**src/rtl/mult8_seq_pkg.sv**
```systemverilog
// Shared types and constants for the sequential 8x8 nibble multiplier.
package mult8_seq_pkg;

    localparam int unsigned NIB_W = 4;
    localparam int unsigned OP_W  = 8;
    localparam int unsigned ACC_W = 16;

    // Left shift applied to the core product in each step
    localparam logic [3:0] SHIFT_STEP0 = 4'd0;
    localparam logic [3:0] SHIFT_STEP1 = 4'd4;
    localparam logic [3:0] SHIFT_STEP2 = 4'd4;
    localparam logic [3:0] SHIFT_STEP3 = 4'd8;

    typedef enum logic [2:0] {
        StIdle,
        StStep0,
        StStep1,
        StStep2,
        StStep3,
        StDone
    } state_e;

endpackage

```
**src/rtl/nibble_mul4.sv**
```systemverilog
// 4x4 -> 8 unsigned combinational multiplier core. Generated variants with the
// same a_i/b_i/p_o shape drop in here.
module nibble_mul4
    import mult8_seq_pkg::*;
(
    input  logic [NIB_W-1:0]   a_i,
    input  logic [NIB_W-1:0]   b_i,
    output logic [2*NIB_W-1:0] p_o
);

    assign p_o = (2*NIB_W)'(a_i) * (2*NIB_W)'(b_i);

endmodule

```
**src/rtl/mult8_seq_nibble.sv**
```systemverilog
// Sequential 8x8 unsigned multiplier: one 4x4 core reused over four steps,
// shifted products accumulated into a 16-bit result, valid/ready on both sides.
// Optional build macro MULT8_SEQ_SELFCHECK_EN adds a sticky result self-check.
module mult8_seq_nibble
    import mult8_seq_pkg::*;
(
    input  logic             clk,
    input  logic             rst_n,
    input  logic             in_valid_i,
    output logic             in_ready_o,
    input  logic [OP_W-1:0]  a_i,
    input  logic [OP_W-1:0]  b_i,
    output logic             out_valid_o,
    input  logic             out_ready_i,
    output logic [ACC_W-1:0] p_o,
    output logic             busy_o,
    output logic             chk_err_o
);

    state_e             state_q;
    logic [OP_W-1:0]    op_a_q, op_b_q;
    logic [ACC_W-1:0]   acc_q, acc_d;
    logic [ACC_W-1:0]   p_q;
    logic               in_ready_q, out_valid_q, busy_q;

    logic [NIB_W-1:0]   nib_a, nib_b;
    logic [2*NIB_W-1:0] core_p;
    logic [3:0]         shift;

    nibble_mul4 u_core (
        .a_i (nib_a),
        .b_i (nib_b),
        .p_o (core_p)
    );

    // Pick the nibble pair and shift for the current step, form next accumulator
    always_comb begin
        nib_a = op_a_q[NIB_W-1:0];
        nib_b = op_b_q[NIB_W-1:0];
        shift = SHIFT_STEP0;
        case (state_q)
            StStep1: begin
                nib_b = op_b_q[OP_W-1:NIB_W];
                shift = SHIFT_STEP1;
            end
            StStep2: begin
                nib_a = op_a_q[OP_W-1:NIB_W];
                shift = SHIFT_STEP2;
            end
            StStep3: begin
                nib_a = op_a_q[OP_W-1:NIB_W];
                nib_b = op_b_q[OP_W-1:NIB_W];
                shift = SHIFT_STEP3;
            end
            default: ;
        endcase
        acc_d = acc_q + (ACC_W'(core_p) << shift);
    end

    // Control FSM with registered handshake outputs and datapath registers
    always_ff @(posedge clk or negedge rst_n) begin
        if (!rst_n) begin
            state_q     <= StIdle;
            op_a_q      <= '0;
            op_b_q      <= '0;
            acc_q       <= '0;
            p_q         <= '0;
            in_ready_q  <= 1'b1;
            out_valid_q <= 1'b0;
            busy_q      <= 1'b0;
        end else begin
            case (state_q)
                StIdle: begin
                    if (in_valid_i && in_ready_q) begin
                        op_a_q     <= a_i;
                        op_b_q     <= b_i;
                        acc_q      <= '0;
                        in_ready_q <= 1'b0;
                        busy_q     <= 1'b1;
                        state_q    <= StStep0;
                    end
                end
                StStep0: begin
                    acc_q   <= acc_d;
                    state_q <= StStep1;
                end
                StStep1: begin
                    acc_q   <= acc_d;
                    state_q <= StStep2;
                end
                StStep2: begin
                    acc_q   <= acc_d;
                    state_q <= StStep3;
                end
                StStep3: begin
                    // Final partial product goes straight into the output register
                    acc_q       <= acc_d;
                    p_q         <= acc_d;
                    out_valid_q <= 1'b1;
                    state_q     <= StDone;
                end
                StDone: begin
                    if (out_ready_i) begin
                        out_valid_q <= 1'b0;
                        in_ready_q  <= 1'b1;
                        busy_q      <= 1'b0;
                        state_q     <= StIdle;
                    end
                end
                default: begin
                    out_valid_q <= 1'b0;
                    in_ready_q  <= 1'b1;
                    busy_q      <= 1'b0;
                    state_q     <= StIdle;
                end
            endcase
        end
    end

    assign in_ready_o  = in_ready_q;
    assign out_valid_o = out_valid_q;
    assign busy_o      = busy_q;
    assign p_o         = p_q;

`ifdef MULT8_SEQ_SELFCHECK_EN
    logic             chk_err_q;
    logic [ACC_W-1:0] ref_p;

    assign ref_p = ACC_W'(op_a_q) * ACC_W'(op_b_q);

    // Sticky flag: presented result disagrees with a plain product of the operands
    always_ff @(posedge clk or negedge rst_n) begin
        if (!rst_n) begin
            chk_err_q <= 1'b0;
        end else if (state_q == StDone && p_q != ref_p) begin
            chk_err_q <= 1'b1;
        end
    end

    assign chk_err_o = chk_err_q;
`else
    assign chk_err_o = 1'b0;
`endif

endmodule
```
**config.mk**
```make
export PLATFORM = sky130hd
export DESIGN_NAME = mult8_seq_nibble
export DESIGN_NICKNAME = d
export VERILOG_FILES = /design/src/rtl/mult8_seq_pkg.sv /design/src/rtl/nibble_mul4.sv /design/src/rtl/mult8_seq_nibble.sv
export SDC_FILE = /design/constraint.sdc
export NUM_CORES = 1
export LEC_CHECK = 0
export ABC_AREA = 1
export BUFFER_PORTS_ARGS = -buffer_cell sky130_fd_sc_hd__buf_4
export CORE_MARGIN = 4
export CORE_UTILIZATION = 51
export CTS_CLUSTER_SIZE = 25
export DETAILED_ROUTE_END_ITERATION = 16
export GPL_TIMING_DRIVEN = 0
export PLACE_DENSITY = 0.71
export SLEW_MARGIN = 10
export SYNTH_ARGS = -nofsm -noshare
export SYNTH_HDL_FRONTEND = slang
export SYNTH_SLANG_ARGS = --single-unit
```
**constraint.sdc**
```tcl
create_clock -name clk -period 6.1 [get_ports clk]
set_clock_uncertainty 0.05 [all_clocks]
set_input_delay 1.22 -clock clk [delete_from_list [all_inputs] [get_ports clk]]
set_output_delay 1.22 -clock clk [all_outputs]
set_load 0.02 [all_outputs]
```
Word level (Yosys, flattened, before mapping)
Index checks and enable logic that the tools add are counted.

word-level totals
  flip-flop bits (word level) = 54
  bits of input ports = 20
  output and inout bits = 20
  word-level logic and storage cells = 48

operators by class
  add/subtract/negate cells = 1
  $mul = 1
  equal/unequal tests = 7
  shifts and indexed selects = 1
  multiplexer cells = 15
  bitwise gates (word level) = 2
  reduce and logical (&&, ||, !) cells = 13

operators by type and width
  operator                                              number
  case mux 16 bit (2 select lines)                      1
  case mux 3 bit (6 select lines)                       1
  adder 16 bit                                          1
  two-way mux 16 bit                                    1
  << shifter 8 x 4 -> 16 bit                            1
  case mux 1 bit (3 select lines)                       3
  multiplier 4 x 4 -> 8 bit                             1
  two-way mux 4 bit                                     2
  case mux 4 bit (2 select lines)                       1
  AND reduction 2 bit                                   4
  OR reduction 4 bit                                    2
  equality test 3 x 2 -> 1 bit (second input constant)  2
  equality test 3 bit (second input constant)           2
  two-way mux 3 bit                                     2
  OR reduction 2 bit                                    3
  two-way mux 1 bit                                     4
  != test 2 bit (second input constant)                 2
  equality test 3 x 1 -> 1 bit (second input constant)  1
  logical NOT 3 bit                                     1
  AND reduction 3 bit                                   1
  inverter 1 bit                                        2
  nonzero test 2 bit                                    1
  logical AND 1 bit                                     1

Longest topological paths before layout
Gate-level depths: netlist of the first run.

  depth in word-level cells = 7
  depth in mapped cells = 30
  gate-level depth less buffers = 30

Cells and area by module
Synthesis of the first run repeated with hierarchy kept, for this count alone.

second synthesis, totals
  cells, all modules = 531
  area total of the unflattened synthesis = 3759.9 um^2

modules (own cells, without submodules)
  module            instances  cells an instance  area an instance (um^2)  seq. area each (um^2)
  mult8_seq_nibble  1          461                3291.9                   1352.5
  nibble_mul4       1          70                 467.9                    0.0

Worst setup path after synthesis of the first run
Ideal clock, no wire load.

  path kind = register to register
  start point = register state_q[2]
  end point = register p_q[13] (netlist: p_o[13])
  library setup time = 0.118 ns
  arrival time = 4.673 ns
  data required time = 5.932 ns
  path slack = 1.259 ns
  cell stages (with the launch flop) = 24
  buffers on the path = 1
  clock period less this slack = 4.841 ns
  cell sequence = dfrtp_1 -> buf_4 -> a21oi_1 -> o21ai_1 -> o21ai_0 -> inv_1 -> or2_2 -> fa_1 -> inv_1 -> fa_1 -> inv_1 -> fa_1 -> o21ai_0 -> xnor2_1 -> nand2_1 -> o21ai_0 -> nor2_1 -> ha_1 -> a21oi_1 -> o21ai_0 -> a211oi_1 -> nand3_1 -> nand3_1 -> nand2_1

on the way
  cells in the longest elaborated chain, start to end = 6
  elaborated cells on any way between the ends = 12
  classes of those cells = add/sub: 1; mul: 1; eq/ne: 3; shift: 1; mux: 3; reduce/logical: 3

RTL lines
  element                                                              line                                            text
  start: declaration                                                   mult8_seq_nibble.sv:20                          state_e state_q;
  start signal: assignment                                             mult8_seq_nibble.sv:63                          state_q <= StIdle;
  start signal: assignment                                             mult8_seq_nibble.sv:80                          state_q <= StStep0;
  start signal: assignment                                             mult8_seq_nibble.sv:85                          state_q <= StStep1;
  equality test 3 bit or equality test 3 x 2 -> 1 bit (tied branches)  mult8_seq_nibble.sv:41, mult8_seq_nibble.sv:72
  OR reduction 2 bit (no source line)                                  --
  two-way mux 4 bit                                                    mult8_seq_nibble.sv:41                          case (state_q)
  multiplier 4 x 4 -> 8 bit                                            nibble_mul4.sv:11                               assign p_o = (2*NIB_W)'(a_i) * (2*NIB_W)'(b_i);
  << shifter 8 x 4 -> 16 bit                                           mult8_seq_nibble.sv:57                          acc_d = acc_q + (ACC_W'(core_p) << shift);
  adder 16 bit                                                         mult8_seq_nibble.sv:57
  end signal: assignment                                               mult8_seq_nibble.sv:67                          p_q <= '0;
  end signal: assignment                                               mult8_seq_nibble.sv:98                          p_q <= acc_d;
  end: declaration                                                     mult8_seq_nibble.sv:23                          logic [ACC_W-1:0] p_q;

Several ways; a longest one is shown, not always the timed one.
A chain may end at the register's enable or synchronous reset.

Final worst setup path of the first run
Same ends and word-level chain as after synthesis.

==> results of run 1 <==
worst reg2reg max path, cell delays in order (launching register included):
cell,delay [ns]
dfrtp_1,0.37
buf_4,0.16
a21oi_1,0.17
o21ai_1,0.21
o21ai_0,0.20
inv_1,0.11
or2_2,0.33
fa_1,0.55
inv_1,0.06
fa_1,0.57
inv_1,0.07
fa_1,0.46
o21ai_0,0.24
xnor2_1,0.18
nand2_1,0.07
o21ai_0,0.15
nor2_1,0.11
ha_1,0.37
a21oi_1,0.28
o21ai_0,0.13
a211oi_1,0.30
nand3_1,0.14
nand3_1,0.12
nand2_1,0.06
per-layer routing:
metal | share of wire [%] | track usage (%) | vias up
met5 | 0 | 0 | -
met4 | 1.5 | 5.07 | 0
met3 | 3.5 | 2.54 | 12
met2 | 51 | 36.8 | 52
met1 | 44 | 24.8 | 1405
li1 | - | - | 1586
worst paths after layout:
check | startpoint | end | slack (ns) | cells after the start
max in group asynchronous | rst_n | acc_q[1]$_DFFE_PN0P_ | 4.64 | 1
setup / recovery | state_q[2]$_DFFE_PN0P_ | p_o[13]$_DFFE_PN0P_ | 0.57 | 23
hold reg to reg | p_o[11]$_DFFE_PN0P_ | p_o[11]$_DFFE_PN0P_ | 0.44 | 2
setup reg to reg | state_q[2]$_DFFE_PN0P_ | p_o[13]$_DFFE_PN0P_ | 0.57 | 23
hold / removal | p_o[11]$_DFFE_PN0P_ | p_o[11]$_DFFE_PN0P_ | 0.44 | 2
min in group asynchronous | rst_n | p_o[6]$_DFFE_PN0P_ | 0.88 | 1
registers in the layout, summed over array words and instances (netlist names):
signal and cells:
acc_q 16, p_o 16, op_a_q 8, op_b_q 8, state_q 3, busy_o 1
in_ready_o 1, out_valid_o 1
cells by family after synthesis:
| logic type | Yosys count |
|---|---|
| and+or+nand+nor | 230 |
| AOI/OAI and AO/OA | 71 |
| buffers and inverters | 66 |
| DFF | 54 |
| adders and majority gates | 32 |
| xor gates and xnor gates | 11 |
| other | 1 |
| muxes | 1 |
final cells by class:
cell class	instances	area (µm²)
clock buffers	6	82.6
plain buffers	10	66.3
multi-input cells	346	1940
fillers	620	2670
flip-flops and latches	54	1350
repair buffers	38	285
well taps	96	120
inverters	56	215
clock inverters	2	60.1
Yosys cell counts (2+ instances only):
cell      number
xnor2_1        7
nand4_1        8
buf_2          2
nand2_2        5
inv_4          2
inv_1         51
a211oi_1       3
buf_4          2
nand2_4        2
o21ai_0       34
inv_2          3
or2_2          2
o21ai_2        5
fa_1           5
nor2_2         2
nand3_1       26
o21ai_1        6
clkbuf_1       4
and2_1         2
nor3_1         2
nor2_1        35
a21oi_1       16
nand2_1      141
xor2_1         4
ha_1          27
dfrtp_1       53
metrics by stage:
stage / hold WS, ns / utilization [%] / cell area, µm²
finish: 0.436 / 60.7 / 4120
global route: 0.460 / 60.7 / 4120
CTS: 0.442 / 60.7 / 4120
detailed placement: 0.417 / 58.6 / 3980
global placement: 0.414 / 58.6 / 3980
floorplan: 0.398 / - / 3580
cells in the final DEF (no fill, tap or decap), types with 2 or more instances in the layout:
cell type  count
inv_2          3
clkbuf_8       6
o21ai_2        5
buf_2          2
buf_4         40
ha_1          27
nand4_1        8
fa_1           5
nand2_4        2
nor2_1        35
a21oi_1       16
xnor2_1        7
nor2_2         2
nand3_1       26
nor3_1         2
nand2_1      141
and2_1         2
dfrtp_1       53
bufinv_16      2
xor2_1         4
inv_4          2
o21ai_1        6
a211oi_1       3
inv_1         51
clkbuf_1       4
nand2_2        5
o21ai_0       34
or2_2          2
==> summary.txt, run 1 <==
Run status
  – Result of the run: finished, final reports clean

Yosys
  – Largest family of logic cells by synthesized area: simple AND/OR/NAND/NOR gates
  – Synth area leader: dfrtp_1
  – Sequential area share after synthesis: 37.8%
  – Post-synth EDFFs: 0
  – Mapped Area: 3580 µm²
  – Compound-Gate Fraction of Synth Area: 11.2%
  – Share of synthesized flip-flops with an asynchronous set or reset: 100%
  – Post-Syn Instances: 466
  – Seq cells post-synth: 54
  – Synth unique cells: 43
  – Post-synth top area share: 37.1%
  – Synth top area cells: dfrtp_1, nand2_1, ha_1
  – Adder-cell area share of the yosys netlist: 12.2%
  – Yosys warning count: 0
  – Post-Synth Simple-Gate Area: 27.7%
  – Main flop type after synthesis: dfrtp_1
  – XOR/XNOR Fraction of Synth Area: 2.69%
  – Avg Inst Size Synth: 7.67 µm²
  – Post-synth net total: 518
  – Post-synthesis mux area share: 0.280%

Die
  – Core ar.: 6790 µm²
  – Die Height: 91.7 µm
  – Die Width: 91.7 µm
  – Initial Utilization: 52.6%
  – Number of I/O pins: 40
  – Die area: 8420 µm²
  – Num rows: 30

STA
  – RSZ-0062 raised after global routing: false
  – Slew Viols, Final: 0
  – Final Cycle Share: 90.7%
  – Final worst path period need: 5.53 ns
  – Hold Vio Cnt, Final: 0
  – Final worst slack: 0.569 ns
  – Setup_tns: 0 ns
  – Max Freq: 181 MHz
  – Slew HR: 54.1%
  – Final setup vio count: 0
  – Worst slew pin tran: 0.688 ns

Global routing
  – First-pass GRT wire length: 13,900 µm
  – Antenna violations before repair: 0
  – GRT overflow: 0
  – Total track usage: 20.1%
  – Largest net degree at the start of global routing: 55
  – Via count of the first global-routing pass: 3,094

CTS
  – CTS tree: yes
  – CTS H-tree lvls: 2
  – Hold buffers post-CTS: 0
  – Clk sinks: 54
  – TritonCTS buffer count: 5
  – Clk Latency, worst-skew pair: 0.31 ns
  – Post-CTS sizing: 0
  – Max Buffers Root-to-Sink: 2
  – Post-CTS setup buffers: 0
  – Reg clk slew, reported paths: 0.10 ns
  – Root Buffer: clkbuf_8

Worst setup path
  – Max stage delay on crit path: 0.57 ns
  – Critical path arrival: 5.68 ns
  – CP Capture Type: register
  – CP most frequent cell: o21ai_0
  – Worst Path Max Fanout: 8
  – Startpoint type of the worst setup path: register
  – Crit Path Class: reg -> reg
  – Worst endpoint required time: 6.25 ns
  – Critical path, cell by cell: buf_4, a21oi_1, o21ai_1, o21ai_0, inv_1, or2_2, fa_1, inv_1, fa_1, inv_1, fa_1, o21ai_0, xnor2_1, nand2_1, o21ai_0, nor2_1, ha_1, a21oi_1, o21ai_0, a211oi_1, nand3_1, nand3_1, nand2_1
  – Worst path slowest cell: fa_1
  – Crit path max-delay family: adder cells
  – Critical path buffer and inverter count: 4

Placement
  – HPWL after detailed placement: 6160 µm
  – Placed instance count: 600
  – Dpl ws: 0.577 ns
  – GPL Wtd Cong: 0.960
  – Port bufs: 38

Route
  – WL per Instance: 12.7 µm
  – Initial DRC count: 140
  – Drt via density: 5.02
  – DR vias: 3,055
  – DR pass1 iterations: 4
  – Remaining antenna violation count: 0
  – DRT Wirelength: 7750 µm
  – DR DRC count: 0

Layout
  – Layout area overhead: 15.3%
  – Fin nets: 563
  – Post-route insts no fill: 608
  – Antenna diodes: 0
  – Layout cells sized above 1: 15.0%

Run
  – Max_cap viols: 0

Worst hold path
  – Worst Hold Class: reg -> reg
Power of run 1 is not shown: default switching activity piles up to over one toggle a cycle in this logic, so the estimate is an artifact.
==> run 2, diff against run 1 <==
--- a/config.mk
+++ b/config.mk
@@ -12,7 +12,7 @@
 export CTS_CLUSTER_SIZE = 25
 export DETAILED_ROUTE_END_ITERATION = 16
 export GPL_TIMING_DRIVEN = 0
-export PLACE_DENSITY = 0.71
+export PLACE_DENSITY = 0.7
 export SLEW_MARGIN = 10
 export SYNTH_ARGS = -nofsm -noshare
 export SYNTH_HDL_FRONTEND = slang
==> run 2 against run 1 <==
  * Final cell count did not move
  * Final area fell by 0.79%
  * Routed wire length rose by 1.6%
  * Maximum frequency fell by 0.67%
  * Critical path depth did not move
  * Largest cell class unchanged
  * Highest routed layer unchanged
==> summary.txt, run 2 (synthesis results as in run 1) <==
STA
  – Setup_tns: 0 ns (unchanged)
  – Max Freq: 180 MHz (-0.67%)
  – Final setup vio count: 0 (unchanged)
  – RSZ-0062 raised after global routing: false
  – Final Cycle Share: 91.3% (+0.61 points)
  – Hold Vio Cnt, Final: 0 (unchanged)
  – Final worst path period need: 5.57 ns (+0.0371 ns)
  – Worst slew pin tran: 0.688 ns (+0.000140 ns)
  – Slew HR: 54.1% (about the same)
  – Slew Viols, Final: 0 (unchanged)

Layout
  – Post-route insts no fill: 608 (unchanged)
  – Layout area overhead: 14.4%
  – Fin nets: 563 (unchanged)
  – Area occupied by multi-input gates: 1940 µm² (unchanged)
  – Layout cells sized above 1: 15.0% (unchanged)
  – Most common cell after layout, fill and taps aside: nand2_1
  – Register Area: 1350 µm² (unchanged)
  – Antenna diodes: 0 (unchanged)
  – FILL cells: 635 (+2.4%)
  – Commonest non-fill, non-tap cells in the layout: nand2_1, dfrtp_1, inv_1
  – Post-route design area: 4090 µm² (-0.79%)

Placement
  – Placed instance count: 600 (unchanged)
  – HPWL after detailed placement: 6130 µm (-0.52%)
  – Area after DPL: 3980 µm² (unchanged)
  – GPL Wtd Cong: 0.956 (-0.38%)
  – Port bufs: 38 (unchanged)

Worst setup path
  – Crit Path Class: reg -> reg
  – Max stage delay on crit path: 0.56 ns (about the same)
  – Crit path launch: state_q[2]$_DFFE_PN0P_
  – CP Capture Type: register
  – Worst reg-to-reg path cell count: 23 (unchanged)
  – WP depth: 23 (unchanged)
  – Worst setup path endpoint: p_o[13]$_DFFE_PN0P_
  – R2r startpoint: state_q[2]$_DFFE_PN0P_
  – Startpoint type of the worst setup path: register
  – CP most frequent cell: o21ai_0
  – Critical path arrival: 5.72 ns (+0.04 ns)
  – Worst path slowest cell: fa_1
  – FF-to-FF End: p_o[13]$_DFFE_PN0P_
  – Critical path, cell by cell: buf_4, o21ai_1, nand2_1, o21ai_0, inv_1, or2_2, fa_1, inv_1, fa_1, inv_1, fa_1, o21ai_0, xnor2_1, nand2_1, o21ai_0, nor2_1, ha_1, a21oi_1, o21ai_0, a211oi_1, nand3_1, nand3_1, nand2_1
  – R2R Setup Slk: 0.53 ns (-0.04 ns)
  – Worst Path Max Fanout: 8 (unchanged)
  – Crit path max-delay family: adder cells
  – Worst endpoint required time: 6.25 ns (about the same)
  – Critical path buffer and inverter count: 4 (unchanged)

CTS
  – TritonCTS buffer count: 5 (unchanged)
  – Root Buffer: clkbuf_8
  – Clk Latency, worst-skew pair: 0.31 ns (about the same)
  – CTS tree: yes
  – Post-CTS setup buffers: 0 (unchanged)
  – Clk sinks: 54 (unchanged)
  – Post-CTS sizing: 0 (unchanged)
  – CTS H-tree lvls: 2 (unchanged)
  – Hold buffers post-CTS: 0 (unchanged)
  – Max Buffers Root-to-Sink: 2 (unchanged)
  – Reg clk slew, reported paths: 0.10 ns (about the same)

Die
  – Die Height: 91.7 µm (unchanged)
  – Number of I/O pins: 40 (unchanged)
  – Die Width: 91.7 µm (unchanged)
  – Num rows: 30 (unchanged)
  – Die area: 8420 µm² (unchanged)
  – Core ar.: 6790 µm² (unchanged)
  – Initial Utilization: 52.6% (unchanged)

Global routing
  – GRT overflow: 0 (unchanged)
  – Via count of the first global-routing pass: 3,130 (+1.2%)
  – Largest net degree at the start of global routing: 55 (unchanged)
  – First-pass GRT wire length: 13,800 µm (-0.79%)
  – Antenna violations before repair: 0 (unchanged)
  – Total track usage: 19.9% (-0.13 points)

Route
  – DR pass1 iterations: 4 (unchanged)
  – Drt via density: 5.11 (+1.7%)
  – DRT Wirelength: 7870 µm (+1.6%)
  – DR DRC count: 0 (unchanged)
  – Initial DRC count: 128 (-8.6%)
  – DR vias: 3,107 (+1.7%)
  – Remaining antenna violation count: 0 (unchanged)
  – WL per Instance: 12.9 µm (+1.6%)

Run status
  – Result of the run: finished, final reports clean

Run
  – Max_cap viols: 0 (unchanged)

Worst hold path
  – Worst Hold Class: reg -> reg
run 2: changes by cell type in the layout (fill, tap and decap cells not counted):
cell       change
bufinv_16      -2
clkbuf_8       +2
run 2: metrics by stage:
| stage | hold slack (ns) | utilization, % | setup slack, ns |
|---|---|---|---|
| floorplan | 0.398 | - | 1.26 |
| global placement | 0.414 | 58.6 | 0.643 |
| detailed placement | 0.417 | 58.6 | 0.553 |
| CTS | 0.442 | 60.2 | 0.541 |
| global route | 0.467 | 60.2 | 0.0872 |
| finish | 0.438 | 60.2 | 0.532 |
run 2: worst reg2reg max path, delay by kind of cell (launching register included):
| family | cells | cell delay (ns) |
|---|---|---|
| AO/OA/AOI/OAI | 7 | 1.58 |
| flip-flops | 1 | 0.38 |
| adder cells (fa/ha/maj) | 4 | 1.92 |
| AND/OR/NAND/NOR | 7 | 0.98 |
| buffers and inverters | 4 | 0.39 |
| XOR/XNOR | 1 | 0.18 |
run 2: how the worst min path moves through the flow:
stage / cells past startpoint / startpoint / end / slack, ns
floorplan: 2 / op_a_q[7]$_DFFE_PN0P_ / op_a_q[7]$_DFFE_PN0P_ / 0.40
global placement: 2 / op_a_q[3]$_DFFE_PN0P_ / op_a_q[3]$_DFFE_PN0P_ / 0.41
detailed placement: 2 / p_o[10]$_DFFE_PN0P_ / p_o[10]$_DFFE_PN0P_ / 0.42
CTS: 2 / op_b_q[2]$_DFFE_PN0P_ / op_b_q[2]$_DFFE_PN0P_ / 0.44
global route: 2 / p_o[13]$_DFFE_PN0P_ / p_o[13]$_DFFE_PN0P_ / 0.47
finish: 2 / p_o[14]$_DFFE_PN0P_ / p_o[14]$_DFFE_PN0P_ / 0.44
run 2: cell type report:
| class | count | share of cell area [%] |
|---|---|---|
| plain buffers | 10 | 1.62 |
| clock buffers | 8 | 2.69 |
| inverters | 56 | 5.26 |
| multi-input cells | 346 | 47.5 |
| flip-flops and latches | 54 | 33.1 |
| well taps | 96 | 2.94 |
| repair buffers | 38 | 6.97 |
run 2: layer usage:
layer	GRT usage, %	up-vias	routed length, µm
met5	0	-	0
met4	5.45	0	136
met3	2.46	12	278
met2	37.3	54	4020
met1	23.9	1454	3440
li1	-	1587	-
Power of run 2 is left out for the same reason.
==> run 3, diff against run 2 <==
--- a/config.mk
+++ b/config.mk
@@ -5,7 +5,6 @@
 export SDC_FILE = /design/constraint.sdc
 export NUM_CORES = 1
 export LEC_CHECK = 0
-export ABC_AREA = 1
 export BUFFER_PORTS_ARGS = -buffer_cell sky130_fd_sc_hd__buf_4
 export CORE_MARGIN = 4
 export CORE_UTILIZATION = 51
==> run 3 against run 2 <==
  * Global-route usage increased by 0.80 points
  * Largest cell class unchanged
  * Core utilization increased by 1.2 points
  * Synthesized cell count is 15% lower
  * Worst setup slack worse by 0.15 ns
  * Via count down 3.3%
  * Sequential share of layout area is 0.80 points lower
  * Non-clock buffer count increased by 6
  * Final cell count is 12% lower
  * Die area grew 1.2%
  * Critical path type unchanged
  * Critical path depth down 2
==> summary.txt, run 3 <==
Worst setup path
  – Crit Path Class: reg -> reg
  – R2R Setup Slk: 0.38 ns (-0.15 ns)
  – Critical path arrival: 5.87 ns (+0.15 ns)
  – R2r startpoint: state_q[2]$_DFFE_PN0P_
  – Worst Path Max Fanout: 10 (+2)
  – Crit path launch: state_q[2]$_DFFE_PN0P_
  – CP Capture Type: register
  – Startpoint type of the worst setup path: register
  – Worst endpoint required time: 6.25 ns (about the same)

Yosys
  – Main flop type after synthesis: dfrtp_1
  – Share of synthesized flip-flops with an asynchronous set or reset: 100% (unchanged)
  – Post-Syn Instances: 395 (-15%)
  – Synth top area cells: dfrtp_1, ha_1, mux2_2
  – Post-synth top area share: 36.6% (-0.50 points)
  – Synth area leader: dfrtp_1
  – Post-synth net total: 447 (-14%)
  – Most numerous cell in the Yosys netlist: dfrtp_1
  – Synth unique cells: 58 (+35%)
  – Sequential area share after synthesis: 37.3% (-0.51 points)
  – Avg Inst Size Synth: 9.18 µm² (+20%)
  – Yosys warning count: 0 (unchanged)
  – Seq cells post-synth: 54 (unchanged)
  – Most instantiated cells after synthesis: dfrtp_1, nand2_1, nor2_1, o21ai_0, ha_1
  – Mapped Area: 3620 µm² (+1.4%)
  – Post-synth EDFFs: 0 (unchanged)

Route
  – DR pass1 iterations: 4 (unchanged)
  – DRT Wirelength: 8340 µm (+6.0%)
  – WL per Instance: 15.5 µm (+20%)
  – Drt via density: 5.59 (+9.4%)
  – Initial DRC count: 125 (-2.3%)
  – DR DRC count: 0 (unchanged)
  – Remaining antenna violation count: 0 (unchanged)
  – DR vias: 3,003 (-3.3%)

Global routing
  – GRT overflow: 0 (unchanged)
  – First-pass GRT wire length: 14,100 µm (+2.6%)
  – Total track usage: 20.7% (+0.80 points)
  – Via count of the first global-routing pass: 3,018 (-3.6%)
  – Antenna violations before repair: 0 (unchanged)
  – Largest net degree at the start of global routing: 55 (unchanged)

Die
  – Num rows: 30 (unchanged)
  – Core ar.: 6830 µm² (+0.55%)
  – Die area: 8520 µm² (+1.2%)
  – Number of I/O pins: 40 (unchanged)
  – Die Width: 92.3 µm (+0.62%)
  – Die Height: 92.3 µm (+0.62%)
  – Initial Utilization: 53.1% (+0.43 points)

Layout
  – Fin nets: 492 (-13%)
  – Commonest non-fill, non-tap cells in the layout: dfrtp_1, nand2_1, buf_4
  – Layout cells sized above 1: 21.1% (+6.0 points)
  – Post-route insts no fill: 537 (-12%)
  – Layout area overhead: 15.7%
  – Antenna diodes: 0 (unchanged)
  – Most common cell after layout, fill and taps aside: dfrtp_1

CTS
  – Reg clk slew, reported paths: 0.10 ns (about the same)
  – Clk Latency, worst-skew pair: 0.31 ns (about the same)
  – Clk sinks: 54 (unchanged)
  – Post-CTS setup buffers: 0 (unchanged)
  – CTS tree: yes
  – TritonCTS buffer count: 5 (unchanged)
  – Root Buffer: clkbuf_8
  – Max Buffers Root-to-Sink: 2 (unchanged)
  – Hold buffers post-CTS: 0 (unchanged)
  – CTS H-tree lvls: 2 (unchanged)

Placement
  – GPL Wtd Cong: 0.895 (-6.4%)
  – HPWL after detailed placement: 6300 µm (+2.7%)
  – Port bufs: 38 (unchanged)
  – Placed instance count: 529 (-12%)

STA
  – Setup_tns: 0 ns (unchanged)
  – Hold Vio Cnt, Final: 0 (unchanged)
  – Slew HR: 39.7% (-14 points)
  – Slew Viols, Final: 0 (unchanged)
  – RSZ-0062 raised after global routing: false
  – Max Freq: 175 MHz (-2.6%)
  – Worst slew pin tran: 0.898 ns (+0.210 ns)
  – Final worst path period need: 5.72 ns (+0.150 ns)
  – Final setup vio count: 0 (unchanged)
  – Final Cycle Share: 93.7% (+2.5 points)

Run
  – Max_cap viols: 0 (unchanged)

Worst hold path
  – HP Start: p_o[6]$_DFFE_PN0P_
  – Worst Hold Class: reg -> reg

Run status
  – Result of the run: finished, final reports clean
==> run 3: through the flow <==
stage | hold slack, ns | util, % | worst slack (ns) | area, µm²
detailed placement | 0.415 | 59.0 | 0.230 | 4030
CTS | 0.438 | 60.3 | 0.221 | 4120
finish | 0.433 | 61.4 | 0.382 | 4190
global placement | 0.413 | 59.0 | 0.258 | 4030
floorplan | 0.406 | - | 0.855 | 3620
global route | 0.456 | 61.4 | 0.00208 | 4190
==> run 3: final cells by class <==
cell class / count / area (µm²)
timing repair buffer: 38 / 285
sequential: 54 / 1350
clock inverter: 1 / 5.00
multi-input combinational: 308 / 2200
tap: 96 / 120
inverter: 17 / 63.8
fill: 638 / 2640
buffer: 16 / 75.1
clock buffer: 7 / 86.3
==> run 3: cells by family (layout without fill, tap and decap cells) <==
logic type,Yosys count,count (layout),share of synthesized area (%)
buf+inv,33,79,3.76
xor+xnor,13,13,3.14
flops,54,54,37.3
fa+ha+maj,32,32,12.1
other cells,1,1,0.103
mux,25,25,7.52
compound gates,104,104,19.2
simple gates,133,133,16.9
==> run 3: path summary, 6_finish.rpt <==
check | to | depth (start not counted)
worst max-delay path | acc_q[15]$_DFFE_PN0P_ | 21
max in group asynchronous | p_o[4]$_DFFE_PN0P_ | 1
min in group asynchronous | p_o[3]$_DFFE_PN0P_ | 1
worst min register to register | p_o[6]$_DFFE_PN0P_ | 2
worst min-delay path | p_o[6]$_DFFE_PN0P_ | 2
worst max register to register | acc_q[15]$_DFFE_PN0P_ | 21
==> run 3: critical path: stages (launching register included) <==
cell	delay (ns)
dfrtp_1	0.41
nand2b_1	0.14
buf_2	0.19
a21oi_2	0.27
o221ai_2	0.17
or2_2	0.31
fa_1	0.53
inv_1	0.05
fa_1	0.50
ha_1	0.34
a21o_1	0.19
a21oi_1	0.17
xnor2_1	0.11
mux2i_1	0.20
nor2_1	0.09
ha_1	0.29
clkbuf_1	0.29
and3_1	0.32
o2111ai_2	0.20
and3_1	0.22
or2_0	0.20
a311o_1	0.35
==> run 3: routing by layer <==
metal | vias up | track usage (%) | wire length, µm
li1 | 1483 | - | -
met1 | 1442 | 26.9 | 3810
met2 | 68 | 34.8 | 4090
met3 | 10 | 3.25 | 290
met4 | 0 | 8.04 | 146
met5 | - | 0 | 0
==> run 3: timing repair <==
| action | CTS | global route |
|---|---|---|
| setup endpoints to repair | 0 | 6 |
| endpoints found under the hold margin | 0 | 0 |
| gates resized for setup | 0 | 16 |
Power of run 3 is left out for the same reason.
